[config.mk]
export PLATFORM = sky130hd
export DESIGN_NAME = lcg_stim_gen_flat
export DESIGN_NICKNAME = d
export VERILOG_FILES = /design/src/rtl/lcg_stim_if.sv /design/src/rtl/lcg_stim_gen.sv /design/src/flat_wrapper.sv
export SDC_FILE = /design/constraint.sdc
export NUM_CORES = 1
export LEC_CHECK = 0
export BUFFER_PORTS_ARGS = -buffer_cell sky130_fd_sc_hd__buf_4
export CAP_MARGIN = 20
export CORE_MARGIN = 2
export CORE_UTILIZATION = 55
export CTS_CLUSTER_DIAMETER = 200
export DETAILED_ROUTE_END_ITERATION = 16
export PLACE_DENSITY = 0.79
export RECOVER_POWER = 50
export SLEW_MARGIN = 10
export SYNTH_ARGS = -nofsm -noshare
export SYNTH_HDL_FRONTEND = slang
export SYNTH_SLANG_ARGS = --single-unit
[constraint.sdc]
create_clock -name clk -period 6.05 [get_ports clk]
set_input_delay 0.9075 -clock clk [delete_from_list [all_inputs] [get_ports clk]]
set_output_delay 0.9075 -clock clk [all_outputs]
set_load 0.01 [all_outputs]
[src/rtl/lcg_stim_if.sv]
// lcg_stim_if: control and stimulus bundle between run controller/DUT and lcg_stim_gen.
//   master (generator side): takes start/mode/cycles/seed_load/seed_in/ready,
//   drives stim_out/stim_valid/cyc_count/busy/done.
//   slave (controller/consumer side): the mirror image.
interface lcg_stim_if #(
  parameter int OUT_W = 136,
  parameter int CYC_W = 32
);
  logic             start;
  logic [1:0]       mode;
  logic [CYC_W-1:0] cycles;
  logic             seed_load;
  logic [31:0]      seed_in;
  logic             ready;
  logic [OUT_W-1:0] stim_out;
  logic             stim_valid;
  logic [CYC_W-1:0] cyc_count;
  logic             busy;
  logic             done;
  modport master (
    input  start, mode, cycles, seed_load, seed_in, ready,
    output stim_out, stim_valid, cyc_count, busy, done
  );
  modport slave (
    output start, mode, cycles, seed_load, seed_in, ready,
    input  stim_out, stim_valid, cyc_count, busy, done
  );
endinterface

[src/rtl/lcg_stim_gen.sv]
// lcg_stim_gen: LCG-based stimulus engine producing cycles+1 vectors over valid/ready.
//   clk, rst_n (async, active-low); bus (lcg_stim_if.master): start/mode/cycles/
//   seed_load/seed_in/ready in, stim_out/stim_valid/cyc_count/busy/done out.
//   Optional macro LCG_STIM_TRACE_EN: prints CYCLE=<n> IN=<hex> on each handshake (sim only).
module lcg_stim_gen #(
  parameter int          OUT_W = 136,
  parameter logic [31:0] SEED  = 32'd1911213317,
  parameter int          CYC_W = 32
) (
  input logic         clk,
  input logic         rst_n,
  lcg_stim_if.master  bus
);
  localparam int NW = (OUT_W + 31) / 32;
  localparam int WW = NW > 1 ? $clog2(NW) : 1;
  localparam int PW = OUT_W > 1 ? $clog2(OUT_W) : 1;
  typedef enum logic [1:0] {IDLE, FILL, PRESENT, DONE} state_t;
  state_t state, state_nx;
  logic [31:0] lcg, lcg_nx, lcg_step;
  logic [OUT_W-1:0] stim, stim_nx, tgt;
  logic valid, valid_nx, busy, busy_nx, done, done_nx;
  logic [CYC_W-1:0] cnt, cnt_nx, cyc_q, cyc_nx;
  logic [1:0] mode_q, mode_nx;
  logic [WW-1:0] widx, widx_nx;
  logic [PW-1:0] wpos, wpos_nx;
  logic rnd_fill, wr_en;
  assign lcg_step = lcg * 32'h41C64E6D + 32'h3039;
  // cnt doubles as the index of the vector being built: it equals the number already accepted
  assign tgt = mode_q == 2'd1 ? OUT_W'(1) << wpos : OUT_W'(cnt);
  // hold mode draws random words only for vector 0 and then leaves stim untouched
  assign rnd_fill = mode_q == 2'd0 || (mode_q == 2'd2 && cnt == '0);
  assign wr_en = mode_q != 2'd2 || rnd_fill;
  always_comb begin
    state_nx = state;
    lcg_nx = lcg;
    stim_nx = stim;
    valid_nx = valid;
    busy_nx = busy;
    done_nx = done;
    cnt_nx = cnt;
    cyc_nx = cyc_q;
    mode_nx = mode_q;
    widx_nx = widx;
    wpos_nx = wpos;
    if (state == IDLE || state == DONE) begin
      if (bus.seed_load) lcg_nx = bus.seed_in;
      if (bus.start) begin
        state_nx = FILL;
        busy_nx = 1'b1;
        done_nx = 1'b0;
        cnt_nx = '0;
        cyc_nx = bus.cycles;
        mode_nx = bus.mode;
        widx_nx = '0;
        wpos_nx = '0;
      end
    end else if (state == FILL) begin
      if (rnd_fill) lcg_nx = lcg_step;
      if (wr_en)
        for (int b = 0; b < OUT_W; b++)
          if (b / 32 == int'(widx)) stim_nx[b] = rnd_fill ? lcg_step[b % 32] : tgt[b];
      widx_nx = widx + 1'b1;
      if (int'(widx) == NW - 1) begin
        state_nx = PRESENT;
        valid_nx = 1'b1;
        widx_nx = '0;
      end
    end else if (bus.ready) begin
      valid_nx = 1'b0;
      cnt_nx = &cnt ? cnt : cnt + 1'b1;
      if (cnt == cyc_q) begin
        state_nx = DONE;
        busy_nx = 1'b0;
        done_nx = 1'b1;
      end else begin
        state_nx = FILL;
        wpos_nx = int'(wpos) == OUT_W - 1 ? '0 : wpos + 1'b1;
      end
    end
  end
  always_ff @(posedge clk or negedge rst_n) begin
    if (!rst_n) begin
      state <= IDLE;
      lcg <= SEED;
      stim <= '0;
      valid <= 1'b0;
      busy <= 1'b0;
      done <= 1'b0;
      cnt <= '0;
      cyc_q <= '0;
      mode_q <= '0;
      widx <= '0;
      wpos <= '0;
    end else begin
      state <= state_nx;
      lcg <= lcg_nx;
      stim <= stim_nx;
      valid <= valid_nx;
      busy <= busy_nx;
      done <= done_nx;
      cnt <= cnt_nx;
      cyc_q <= cyc_nx;
      mode_q <= mode_nx;
      widx <= widx_nx;
      wpos <= wpos_nx;
    end
  end
`ifdef LCG_STIM_TRACE_EN
  always_ff @(posedge clk)
    if (rst_n && state == PRESENT && bus.ready) $write("CYCLE=%0d IN=%h\n", cnt, stim);
`endif
  assign bus.stim_out = stim;
  assign bus.stim_valid = valid;
  assign bus.cyc_count = cnt;
  assign bus.busy = busy;
  assign bus.done = done;
endmodule
[src/flat_wrapper.sv]
// flat-port wrapper written by rule: the top's interface ports become plain ports
module lcg_stim_gen_flat 
#(
  parameter int          OUT_W = 136,
  parameter logic [31:0] SEED  = 32'd1911213317,
  parameter int          CYC_W = 32
)
  (clk, rst_n, bus_start, bus_mode, bus_cycles, bus_seed_load, bus_seed_in, bus_ready, bus_stim_out, bus_stim_valid, bus_cyc_count, bus_busy, bus_done);
  lcg_stim_if #(.OUT_W(OUT_W), .CYC_W(CYC_W)) bus_i ();
  input logic clk;
  input logic rst_n;
  input wire logic [$bits(bus_i.start)-1:0] bus_start;
  input wire logic [$bits(bus_i.mode)-1:0] bus_mode;
  input wire logic [$bits(bus_i.cycles)-1:0] bus_cycles;
  input wire logic [$bits(bus_i.seed_load)-1:0] bus_seed_load;
  input wire logic [$bits(bus_i.seed_in)-1:0] bus_seed_in;
  input wire logic [$bits(bus_i.ready)-1:0] bus_ready;
  output wire logic [$bits(bus_i.stim_out)-1:0] bus_stim_out;
  output wire logic [$bits(bus_i.stim_valid)-1:0] bus_stim_valid;
  output wire logic [$bits(bus_i.cyc_count)-1:0] bus_cyc_count;
  output wire logic [$bits(bus_i.busy)-1:0] bus_busy;
  output wire logic [$bits(bus_i.done)-1:0] bus_done;
  assign bus_i.start = bus_start;
  assign bus_i.mode = bus_mode;
  assign bus_i.cycles = bus_cycles;
  assign bus_i.seed_load = bus_seed_load;
  assign bus_i.seed_in = bus_seed_in;
  assign bus_i.ready = bus_ready;
  assign bus_stim_out = bus_i.stim_out;
  assign bus_stim_valid = bus_i.stim_valid;
  assign bus_cyc_count = bus_i.cyc_count;
  assign bus_busy = bus_i.busy;
  assign bus_done = bus_i.done;
  lcg_stim_gen #(.OUT_W(OUT_W), .SEED(SEED), .CYC_W(CYC_W)) u_core (.clk(clk), .rst_n(rst_n), .bus(bus_i));
endmodule
==> results by group <==
Outcome
  – Outcome: complete, but fails checks
  – Failing checks: capacitance limit, slew limit, setup timing

Critical path
  – R2r endpoint: u_core.bus.stim_out[126]$_DFFE_PN0P_
  – Reg2reg setup slack: -440 ps
  – Critical R2R Launch: u_core.lcg[8]$_DFFE_PN1P_
  – CP required: 6560 ps
  – Setup CP Type: flip-flop to flip-flop
  – Crit path arrival time: 7000 ps
  – Worst setup SP type: flip-flop
  – Critical Path Sink Type: flip-flop
  – Crit path max fanout: 5
  – Worst Reg-to-Reg Cells: 22

Clocking
  – TritonCTS clock tree: yes
  – H-tree Lvls: 1
  – Clk slew on worst S/H paths: 60 ps
  – Post-CTS Hold Buffers: 0
  – CTS buffer count: 29
  – CTS Buffer Depth: 3
  – Clk sinks: 250
  – Clock root cell: clkbuf_16
  – Worst-skew pair later-pin latency: 590 ps

Synthesis
  – EDFF count, synth: 0
  – Unique masters post-synth: 84
  – Post-synthesis simple-gate area fraction: 10.7%
  – Ys flop type: dfrtp_1
  – Compound-gate portion of the synthesized area: 12.9%
  – Syn avg cell area: 9.36 um2
  – Area share of the largest cell type after synthesis: 27.4%
  – Syn_nets: 2760
  – Synth area leader: dfrtp_1
  – FF+latch count, synth: 250
  – Synth warn: 0
  – Seq/Total Area, Yosys: 29.4%
  – Post-synth ARST share: 100%
  – Synth Area in XOR/XNOR: 4.80%
  – Synthesized netlist cell count: 2280
  – Proportion of synthesized area in mux cells: 2.22%
  – Synthesized area: 21300 um2
  – Largest family of logic cells by synthesized area: adder cells
  – Adder-cell area share of the yosys netlist: 30.6%
  – Synth area leaders: dfrtp_1 (27%), fa_1 (18%), ha_1 (13%)

Die
  – Die width: 201 um
  – Number of I/O pins: 242
  – Die area: 40400 um2
  – Die height: 201 um
  – FP Rows: 72
  – Starting Density: 55.5%
  – Core Box Area: 38500 um2

Final layout
  – Final antenna diode count: 0
  – Layout area overhead: 27.1%
  – Fin nets: 3185
  – Ratio of cells with drive above 1 in the final layout: 26.6%
  – Layout filler cell count: 2959
  – Post-layout util: 70.5%

Routing
  – Routed Wire Length: 76200 um
  – Routed wire per std cell: 23.5 um
  – Antenna violation net count after detailed routing: 0
  – Vias per cell: 5.87
  – Vias: 19047
  – Drt pass-1 iters: 6
  – DRC: 0
  – 1st-iter DRT viols: 1703

GRT
  – Number of global-route vias before repair: 19570
  – Initial antenna violation count: 0
  – First-pass GRT wire length: 114000 um
  – Largest net degree at the start of global routing: 128
  – Total gr overflow: 0
  – Global-route usage over all layers: 37.3%

Placed design
  – Port Buf Inserts: 241
  – Gpl congestion: 0.983
  – Post-DP HPWL: 58300 um

STA
  – F_max: 154 MHz
  – RSZ-0062 raised after global routing: true
  – Max_slew headroom: -126%
  – Worst Hold Slack: 483 ps
  – Setup_tns: -21830 ps
  – Fin crit period: 6490 ps
  – Period utilization: 107%
  – Final Skew: 32.8 ps
  – Final setup viols: 89
  – Final worst slack: -436 ps
  – Tightest Pin Transition: 3400 ps
  – Max-slew violation count: 227
  – Endpoints failing hold: 0

Min path
  – Hold path cells: 1
  – HP Class: flip-flop to flip-flop
  – Worst Hold End: u_core.bus.stim_out[12]$_DFFE_PN0P_
  – Min-delay src: u_core.bus.stim_out[12]$_DFFE_PN0P_

Run
  – Max-Cap Viols: 3
-- synth_stat cells (13+ instances only) --
library cell,count
inv_1,416
dfrtp_1,234
ha_1,222
fa_1,187
a21oi_1,180
nand2_1,173
nor2_1,157
o21ai_0,103
xnor2_1,60
xor2_1,57
a31oi_1,53
clkbuf_1,50
buf_2,36
mux2_2,35
nand3_1,28
a22o_1,19
nor3_1,19
a21o_1,16
dfstp_2,16
nor4_1,16
a211oi_1,13
and2_1,13
-- worst max path at each step --
stage | start | endpoint | slack (ps) | cells past startpoint
floorplan | u_core.lcg[8]$_DFFE_PN1P_ | u_core.bus.stim_out[31]$_DFFE_PN0P_ | -6 | 23
global placement | u_core.lcg[10]$_DFFE_PN1P_ | u_core.lcg[29]$_DFFE_PN1P_ | -600 | 22
detailed placement | u_core.lcg[9]$_DFFE_PN0P_ | u_core.lcg[29]$_DFFE_PN1P_ | -640 | 22
CTS | u_core.lcg[8]$_DFFE_PN1P_ | u_core.bus.stim_out[119]$_DFFE_PN0P_ | -400 | 22
global route | u_core.lcg[8]$_DFFE_PN1P_ | u_core.bus.stim_out[126]$_DFFE_PN0P_ | -760 | 24
finish | u_core.lcg[8]$_DFFE_PN1P_ | u_core.bus.stim_out[126]$_DFFE_PN0P_ | -440 | 22
-- area by class of cell --
type                            instances  area (um2)  area share (%)
Timing Repair Buffer                  496        3340            12.3
Sequential cell                       250        6280            23.2
Multi-Input combinational cell       1512       14400            53.2
Inverter                              416        1570            5.77
Clock inverter                          8        58.8           0.217
Clock buffer                           44         812            2.99
Tap cell                              518         648            2.39
-- cell families (layout without fill, tap and decap cells) --
logic type | Yosys count | in the layout
AND/OR/NAND/NOR | 488 | 488
adder cells (fa/ha/maj) | 409 | 409
buffers and inverters | 518 | 964
multiplexers | 43 | 43
AO/OA/AOI/OAI | 455 | 455
XOR/XNOR | 117 | 117
flip-flops | 250 | 250
-- routing by layer --
metal | vias up | global-route usage, % | share of wire [%]
li1 | 8309 | - | -
met1 | 9336 | 46.8 | 37
met2 | 1067 | 60.2 | 47
met3 | 335 | 6.64 | 8.6
met4 | 0 | 23.1 | 7.8
met5 | - | 0 | 0
-- sequential cells by signal (all words and copies together), names as in the netlist --
name / cells
u_core.bus.busy: 1
u_core.state: 2
u_core.cyc_q: 32
u_core.bus.done: 1
u_core.bus.stim_valid: 1
u_core.widx: 3
u_core.lcg: 32
u_core.mode_q: 2
u_core.bus.cyc_count: 32
u_core.wpos: 8
u_core.bus.stim_out: 136
-- stage by stage --
step           setup slack (ps)  instances  area [um2]
4_1_cts                    -400       3231       26900
3_5_place_dp               -641       3164       25400
2_1_floorplan             -5.96       2280       21600
6_report                   -436       3244       27100
3_3_place_gp               -600       3161       25300
5_1_grt                    -758       3244       27100
-- critical path: stages (launching register included) --
cell      delay (ps)
dfstp_2          610
buf_4            140
ha_4             160
fa_1             490
fa_1             530
inv_1             60
fa_1             490
inv_1             40
ha_1             260
inv_1             50
fa_1             530
inv_1             50
fa_1             450
fa_1             430
ha_4             280
a21oi_2          320
nor4b_4          370
buf_4            200
nand2_2           80
a221oi_2         290
xnor2_1          200
nand2_2          160
a31oi_1          220
-- placed cells by master (no fill, tap or decap), drive strengths merged, types with 4 or more instances in the layout --
cell type  instances
dfstp             16
o211ai             4
nand4             13
a22o              19
a22oi              6
nor3              23
or2               10
o31ai              7
ha               222
inv              418
fa               187
a221oi             4
clkbuf           174
nor4              18
and2              16
nand3             29
dfrtp            234
or3               11
a32o               8
nand2            174
a211oi            14
a31oi             54
nor2             157
mux2i              8
nor2b              9
mux2              35
xor2              57
a21o              16
a32oi              5
nand2b             7
o21a               4
and3              11
a21boi             6
o21ai            108
buf              366
xnor2             60
a21oi            180
-- repair_timing --
item,4_1_cts,5_1_grt
pin swaps,58,61
endpoints found under the setup margin,91,100
setup buffers,16,13
gates resized for setup,135,139
Power is not shown: default switching activity piles up to over one toggle a cycle in this logic, so the estimate is an artifact.
